[src/rtl/hazard_tracker.sv]
// Hazard/forwarding unit: tracks decoder metadata through E/M/W and derives stall plus forwarding selects.
// Optional macro ERET_EPC_STALL_EN adds an eret stall while an mtc0 to EPC is still in E or M.
module hazard_tracker #(
    parameter logic [4:0] EPC_ADDR = 5'd14,
    parameter int         IC_W     = 4
) (
    input  logic            clk,
    input  logic            reset_n,
    input  logic            flush,
    input  logic [IC_W-1:0] ic_d,
    input  logic [5:0]      A1_d,
    input  logic [5:0]      A2_d,
    input  logic [5:0]      A3_d,
    input  logic            iseret_d,
    output logic            stall,
    output logic [1:0]      fwd_rs_d,
    output logic [1:0]      fwd_rt_d,
    output logic [1:0]      fwd_rs_e,
    output logic [1:0]      fwd_rt_e,
    output logic            fwd_rt_m
);

    typedef enum logic [IC_W-1:0] {
        hzd_nop       = IC_W'(0),
        hzd_cal_r     = IC_W'(1),
        hzd_cal_i     = IC_W'(2),
        hzd_load      = IC_W'(3),
        hzd_store     = IC_W'(4),
        hzd_b         = IC_W'(5),
        hzd_jr        = IC_W'(6),
        hzd_jal       = IC_W'(7),
        hzd_jalr      = IC_W'(8),
        hzd_cp0_load  = IC_W'(9),
        hzd_cp0_store = IC_W'(10)
    } hzd_class_e;

    logic [5:0] e_a1, e_a2, e_a3, m_a2, m_a3, w_a3;
    logic [1:0] e_tnew, m_tnew;

    logic [5:0] d_a3;
    logic [1:0] d_tnew;
    logic       rs_use, rt_use;
    logic [1:0] rs_tuse, rt_tuse;

    function automatic logic hit(input logic [5:0] src, input logic [5:0] dst);
        return (src[4:0] != 5'd0) && !src[5] && (src == dst);
    endfunction

    // Youngest matching stage decides; a match that is not yet ready blocks older stages.
    function automatic logic [1:0] sel_d(input logic [5:0] src, input logic [5:0] ea3,
                                         input logic [1:0] et, input logic [5:0] ma3,
                                         input logic [1:0] mt, input logic [5:0] wa3);
        if (hit(src, ea3))      return (et == 2'd0) ? 2'd1 : 2'd0;
        else if (hit(src, ma3)) return (mt == 2'd0) ? 2'd2 : 2'd0;
        else if (hit(src, wa3)) return 2'd3;
        return 2'd0;
    endfunction

    function automatic logic [1:0] sel_e(input logic [5:0] src, input logic [5:0] ma3,
                                         input logic [1:0] mt, input logic [5:0] wa3);
        if (hit(src, ma3))      return (mt == 2'd0) ? 2'd1 : 2'd0;
        else if (hit(src, wa3)) return 2'd2;
        return 2'd0;
    endfunction

    always_comb begin
        d_a3   = '0;
        d_tnew = '0;
        case (ic_d)
            hzd_cal_r, hzd_cal_i:     begin d_a3 = A3_d; d_tnew = 2'd1; end
            hzd_load, hzd_cp0_load:   begin d_a3 = A3_d; d_tnew = 2'd2; end
            hzd_jal, hzd_jalr:        begin d_a3 = A3_d; d_tnew = 2'd0; end
`ifdef ERET_EPC_STALL_EN
            hzd_cp0_store:            begin d_a3 = A3_d; d_tnew = 2'd0; end
`endif
            default:                  begin d_a3 = '0;   d_tnew = 2'd0; end
        endcase
    end

    always_comb begin
        rs_use  = 1'b0;
        rs_tuse = '0;
        rt_use  = 1'b0;
        rt_tuse = '0;
        case (ic_d)
            hzd_b, hzd_jr, hzd_jalr: begin rs_use = 1'b1; rs_tuse = 2'd0; end
            hzd_cal_r, hzd_cal_i, hzd_load, hzd_store: begin rs_use = 1'b1; rs_tuse = 2'd1; end
            default: ;
        endcase
        case (ic_d)
            hzd_b:                      begin rt_use = 1'b1; rt_tuse = 2'd0; end
            hzd_cal_r:                  begin rt_use = 1'b1; rt_tuse = 2'd1; end
            hzd_store, hzd_cp0_store:   begin rt_use = 1'b1; rt_tuse = 2'd2; end
            default: ;
        endcase
    end

    always_comb begin
        stall = (rs_use && ((hit(A1_d, e_a3) && (e_tnew > rs_tuse)) ||
                            (hit(A1_d, m_a3) && (m_tnew > rs_tuse)))) ||
                (rt_use && ((hit(A2_d, e_a3) && (e_tnew > rt_tuse)) ||
                            (hit(A2_d, m_a3) && (m_tnew > rt_tuse))));
`ifdef ERET_EPC_STALL_EN
        if (iseret_d && ((e_a3 == {1'b1, EPC_ADDR}) || (m_a3 == {1'b1, EPC_ADDR})))
            stall = 1'b1;
`endif
        fwd_rs_d = sel_d(A1_d, e_a3, e_tnew, m_a3, m_tnew, w_a3);
        fwd_rt_d = sel_d(A2_d, e_a3, e_tnew, m_a3, m_tnew, w_a3);
        fwd_rs_e = sel_e(e_a1, m_a3, m_tnew, w_a3);
        fwd_rt_e = sel_e(e_a2, m_a3, m_tnew, w_a3);
        fwd_rt_m = hit(m_a2, w_a3);
    end

`ifndef ERET_EPC_STALL_EN
    logic unused_cfg;
    assign unused_cfg = ^{iseret_d, EPC_ADDR};
`endif

    always_ff @(posedge clk or negedge reset_n) begin
        if (!reset_n) begin
            e_a1 <= '0; e_a2 <= '0; e_a3 <= '0; e_tnew <= '0;
            m_a2 <= '0; m_a3 <= '0; m_tnew <= '0;
            w_a3 <= '0;
        end else if (flush) begin
            e_a1 <= '0; e_a2 <= '0; e_a3 <= '0; e_tnew <= '0;
            m_a2 <= '0; m_a3 <= '0; m_tnew <= '0;
            w_a3 <= '0;
        end else begin
            if (stall) begin
                e_a1 <= '0; e_a2 <= '0; e_a3 <= '0; e_tnew <= '0;
            end else begin
                e_a1 <= A1_d; e_a2 <= A2_d; e_a3 <= d_a3; e_tnew <= d_tnew;
            end
            m_a2   <= e_a2;
            m_a3   <= e_a3;
            m_tnew <= (e_tnew == 2'd0) ? 2'd0 : e_tnew - 2'd1;
            w_a3   <= m_a3;
        end
    end

endmodule

[config.mk]
export PLATFORM = sky130hd
export DESIGN_NAME = hazard_tracker
export DESIGN_NICKNAME = d
export VERILOG_FILES = /design/src/rtl/hazard_tracker.sv
export SDC_FILE = /design/constraint.sdc
export NUM_CORES = 1
export LEC_CHECK = 0
export BUFFER_PORTS_ARGS = -buffer_cell sky130_fd_sc_hd__clkbuf_2
export CAP_MARGIN = 20
export CORE_MARGIN = 4
export CORE_UTILIZATION = 52
export CTS_CLUSTER_SIZE = 40
export DETAILED_ROUTE_END_ITERATION = 10
export HOLD_SLACK_MARGIN = 0.15
export PLACE_DENSITY = 0.72
export SLEW_MARGIN = 20
export SYNTH_ARGS = -nofsm -noshare
export SYNTH_HDL_FRONTEND = slang
export SYNTH_SLANG_ARGS = --single-unit
[constraint.sdc]
create_clock -name clk -period 2.9 [get_ports clk]
set_input_delay 0.435 -clock clk [delete_from_list [all_inputs] [get_ports clk]]
set_output_delay 0.435 -clock clk [all_outputs]
set_load 0.005 [all_outputs]
==> metrics.json <==
{
  "outcome": {
    "run_status": "finished clean"
  },
  "global_route": {
    "grt_max_degree": 41,
    "grt_overflow": 0,
    "first_global_vias": 2025,
    "wire_length_of_the_first_global_routing_pass_mm": 9.92,
    "grt_antenna_before_repair": 0,
    "gr-usage-all-layers_pct": 21.0
  },
  "synth": {
    "synth_area_leaders": "dfrtp_1 (39%), xor2_1 (13%), xnor2_1 (5.1%)",
    "synthDistinctLibCells": 41,
    "main_combinational_cell_family_by_area_after_synthesis": "simple AND/OR/NAND/NOR gates",
    "mean_post_synth_cell_area_um2": 9.62,
    "synth-seq-cells": 40,
    "yosys-mux-area-fraction_pct": 0.780,
    "post-synth-top-count-cell": "dfrtp_1",
    "netlist_instances": 267,
    "yosys-top-cells-count": "dfrtp_1 (40), xor2_1 (39), nor2_1 (20)",
    "synthesis.yosys.warnings": 0,
    "synth.cell_area_um2": 2570,
    "synth-compound-area-share_pct": 8.24,
    "post_synth_xor_area_fraction_pct": 18.4,
    "ys_async_sr_fraction_pct": 100,
    "yosysSeqAreaShare_pct": 39.0,
    "synth_top_area_share_pct": 39.0,
    "post_synth_and_or_nand_nor_area_fraction_pct": 25.3,
    "synth_area_in_adders_pct": 2.92,
    "synth_nets": 299,
    "post_synth_edffs": 0,
    "yosys.area.top_type": "dfrtp_1",
    "predominant_post_synthesis_flop_cell": "dfrtp_1"
  },
  "critical_path": {
    "crit_required_ns": 2.47,
    "worst_setup_path_end_kind": "output port",
    "criticalPathCategory": "in2out",
    "setup.worst_path.start_class": "input port",
    "timing.critical_path.arrival_ns": 2.33,
    "maximum_fanout_along_the_worst_path": 8
  },
  "floorplanning": {
    "core_area_um2": 4750,
    "ioPinCount": 36,
    "die_area_um2": 6130,
    "initial_core_util_pct": 54.0,
    "dieWidth_um": 78.3,
    "placement_rows": 25,
    "dieHeight_um": 78.3
  },
  "sta": {
    "fin_max_slew_vios": 0,
    "grt_setup_unrepaired": "false",
    "final_layout_setup_total_negative_slack_ns": 0,
    "post-route-min-period_ns": 2.77,
    "worst_slew_margin_relative_to_its_limit_pct": 40.5,
    "fin_worst_skew_ns": 0.00576,
    "worst_slack_ns": 0.131,
    "finalHoldViolCount": 0,
    "period_share_pct": 95.5,
    "setup-violations-final": 0,
    "maxClockFrequency_mhz": 361,
    "tightestPinTransition_ns": 0.893
  },
  "clock_tree": {
    "tritoncts_num_sinks": 40,
    "post_cts_hold_buffer_count": 0,
    "clock_insertion_delay_worst_skew_ns": 0.29,
    "cts_made_buffers": 5,
    "max-clock-path-buffers": 2,
    "post-cts-setup-buffers": 0,
    "clk_transition_reported_paths_ns": 0.07,
    "tritoncts": "done",
    "htree_levels": 2,
    "cell_at_the_root_of_the_clock_tree": "clkbuf_8"
  },
  "cells_and_area": {
    "layout-area-overhead-vs-synth_pct": 11.7,
    "fin_nets": 325,
    "final_layout_size_suffix_gt1_share_pct": 19.0,
    "fillers": 427,
    "final_cells": 361,
    "antennaDiodeCount": 0,
    "final_area_um2": 2870
  },
  "route": {
    "drt_first_pass_iters": 4,
    "drtIter0Drc": 74,
    "route.detailed.drc": 0,
    "per_cell_via_count_in_the_routed_design": 5.64,
    "avgRoutedWirePerCell_um": 17.0,
    "totalWireLength_mm": 6.13,
    "detailroute.via_count": 2036,
    "number_of_nets_with_antenna_violations_after_detailed_routing": 0
  },
  "placed_design": {
    "place_worst_setup_slack_ns": -0.0358,
    "detailedPlacementHpwl_mm": 4.51,
    "post-place-cells": 353,
    "placed_instance_area_um2": 2750,
    "port_buffers": 34,
    "gpl.final_weighted_congestion": 0.846
  },
  "power_and_ir_drop": {
    "vdd_ir_drop_max_uv": 251,
    "p_leak_nw": 1.38,
    "power-per-cell-area_nw_per_um2": 417,
    "design_power_total_mw": 1.20
  },
  "hold_path": {
    "timing.hold.worst.class": "in2async"
  },
  "run": {
    "timing.max_cap.violations": 0
  }
}
[where the power goes]
group	internal [mW]	switching [mW]
Clock	0.193	0.196
Sequential	0.577	0.0250
Combinational	0.0897	0.114
[cells by family (layout without fill, tap and decap cells)]
logic type / after synthesis / in the layout
flip-flops: 40 / 40
AO/OA/AOI/OAI: 29 / 29
buffers and inverters: 27 / 54
XOR/XNOR: 54 / 54
AND/OR/NAND/NOR: 109 / 109
multiplexers: 2 / 2
adder cells (fa/ha/maj): 6 / 6
[critical path, stage by stage]
cell and delay (ns):
buf_4 0.15, nor2_4 0.11, nand2_1 0.07, o21ai_2 0.06, nand2b_1 0.11, ha_1 0.32
nand2b_1 0.07, a2111oi_2 0.34, and4_1 0.23, o221a_1 0.20, or2_4 0.13, clkbuf_2 0.11
[layout make-up]
| class | count | area, um^2 | area share [%] |
|---|---|---|---|
| multi-input cells | 200 | 1450 | 50.7 |
| flip-flops and latches | 40 | 1000 | 34.9 |
| repair buffers | 39 | 210 | 7.33 |
| clock buffers | 7 | 86.3 | 3.01 |
| well taps | 67 | 83.8 | 2.92 |
| inverters | 7 | 26.3 | 0.916 |
| clock inverters | 1 | 7.51 | 0.262 |
[registers in the layout, summed over array words and instances (netlist names)]
register  count
e_a1          6
w_a3          6
m_a2          6
e_tnew        2
e_a2          6
m_a3          6
e_a3          6
m_tnew        2
[worst paths after layout]
kind | cells after the start | slack (ns) | end | startpoint
max in group asynchronous | 1 | 2.08 | e_a1[4]$_DFF_PN0_ | reset_n
setup reg to reg | 7 | 0.77 | e_a1[1]$_DFF_PN0_ | m_tnew[1]$_DFF_PN0_
min in group clk | 3 | 0.33 | e_a3[5]$_DFF_PN0_ | A3_d[5]
hold reg to reg | 1 | 0.47 | m_tnew[0]$_DFF_PN0_ | e_tnew[0]$_DFF_PN0_
setup / recovery | 12 | 0.13 | stall | ic_d[3]
hold / removal | 1 | 0.27 | m_a2[3]$_DFF_PN0_ | reset_n
[layout by cell type, fill, tap and decap left out, drive strengths merged]
cell type / Yosys / layout
or4: 1 / 1
o221a: 1 / 1
nand2: 13 / 13
clkinvlp: 0 / 1
xor2: 39 / 39
a31o: 1 / 1
o211ai: 4 / 4
mux2i: 2 / 2
a211oi: 1 / 1
xnor2: 15 / 15
o2111ai: 1 / 1
and2: 1 / 1
or2: 2 / 2
inv: 7 / 7
a21boi: 1 / 1
clkbuf: 10 / 39
a21oi: 6 / 6
buf: 10 / 7
nor3: 19 / 19
and4: 1 / 1
nor2b: 18 / 18
nor2: 20 / 20
nand4: 4 / 4
o21ai: 5 / 5
nand3: 2 / 2
ha: 6 / 6
nor3b: 4 / 4
nand3b: 2 / 2
o2111a: 2 / 2
a2111oi: 6 / 6
nor4: 6 / 6
or4b: 1 / 1
nor4b: 10 / 10
dfrtp: 40 / 40
o21a: 1 / 1
nand2b: 3 / 3
and3: 2 / 2
[routing by layer]
layer	global-route usage [%]	vias up	wire (um)
met5	0	-	0
met4	4.90	0	57
met3	3.90	8	243
met2	37.7	47	3130
met1	26.1	1008	2690
li1	-	973	-
[per-stage QoR]
stage	hold slack [ns]	util, %
floorplan	0.139	-
global placement	0.441	57.9
detailed placement	0.439	57.9
CTS	0.329	60.0
global route	0.336	60.3
finish	0.266	60.3
[repair_timing]
action	in CTS	in global routing
endpoints found under the setup margin	1	1
resized for setup	2	7
pin swaps	0	4
Note: power is estimated with default switching activity, not from simulation.
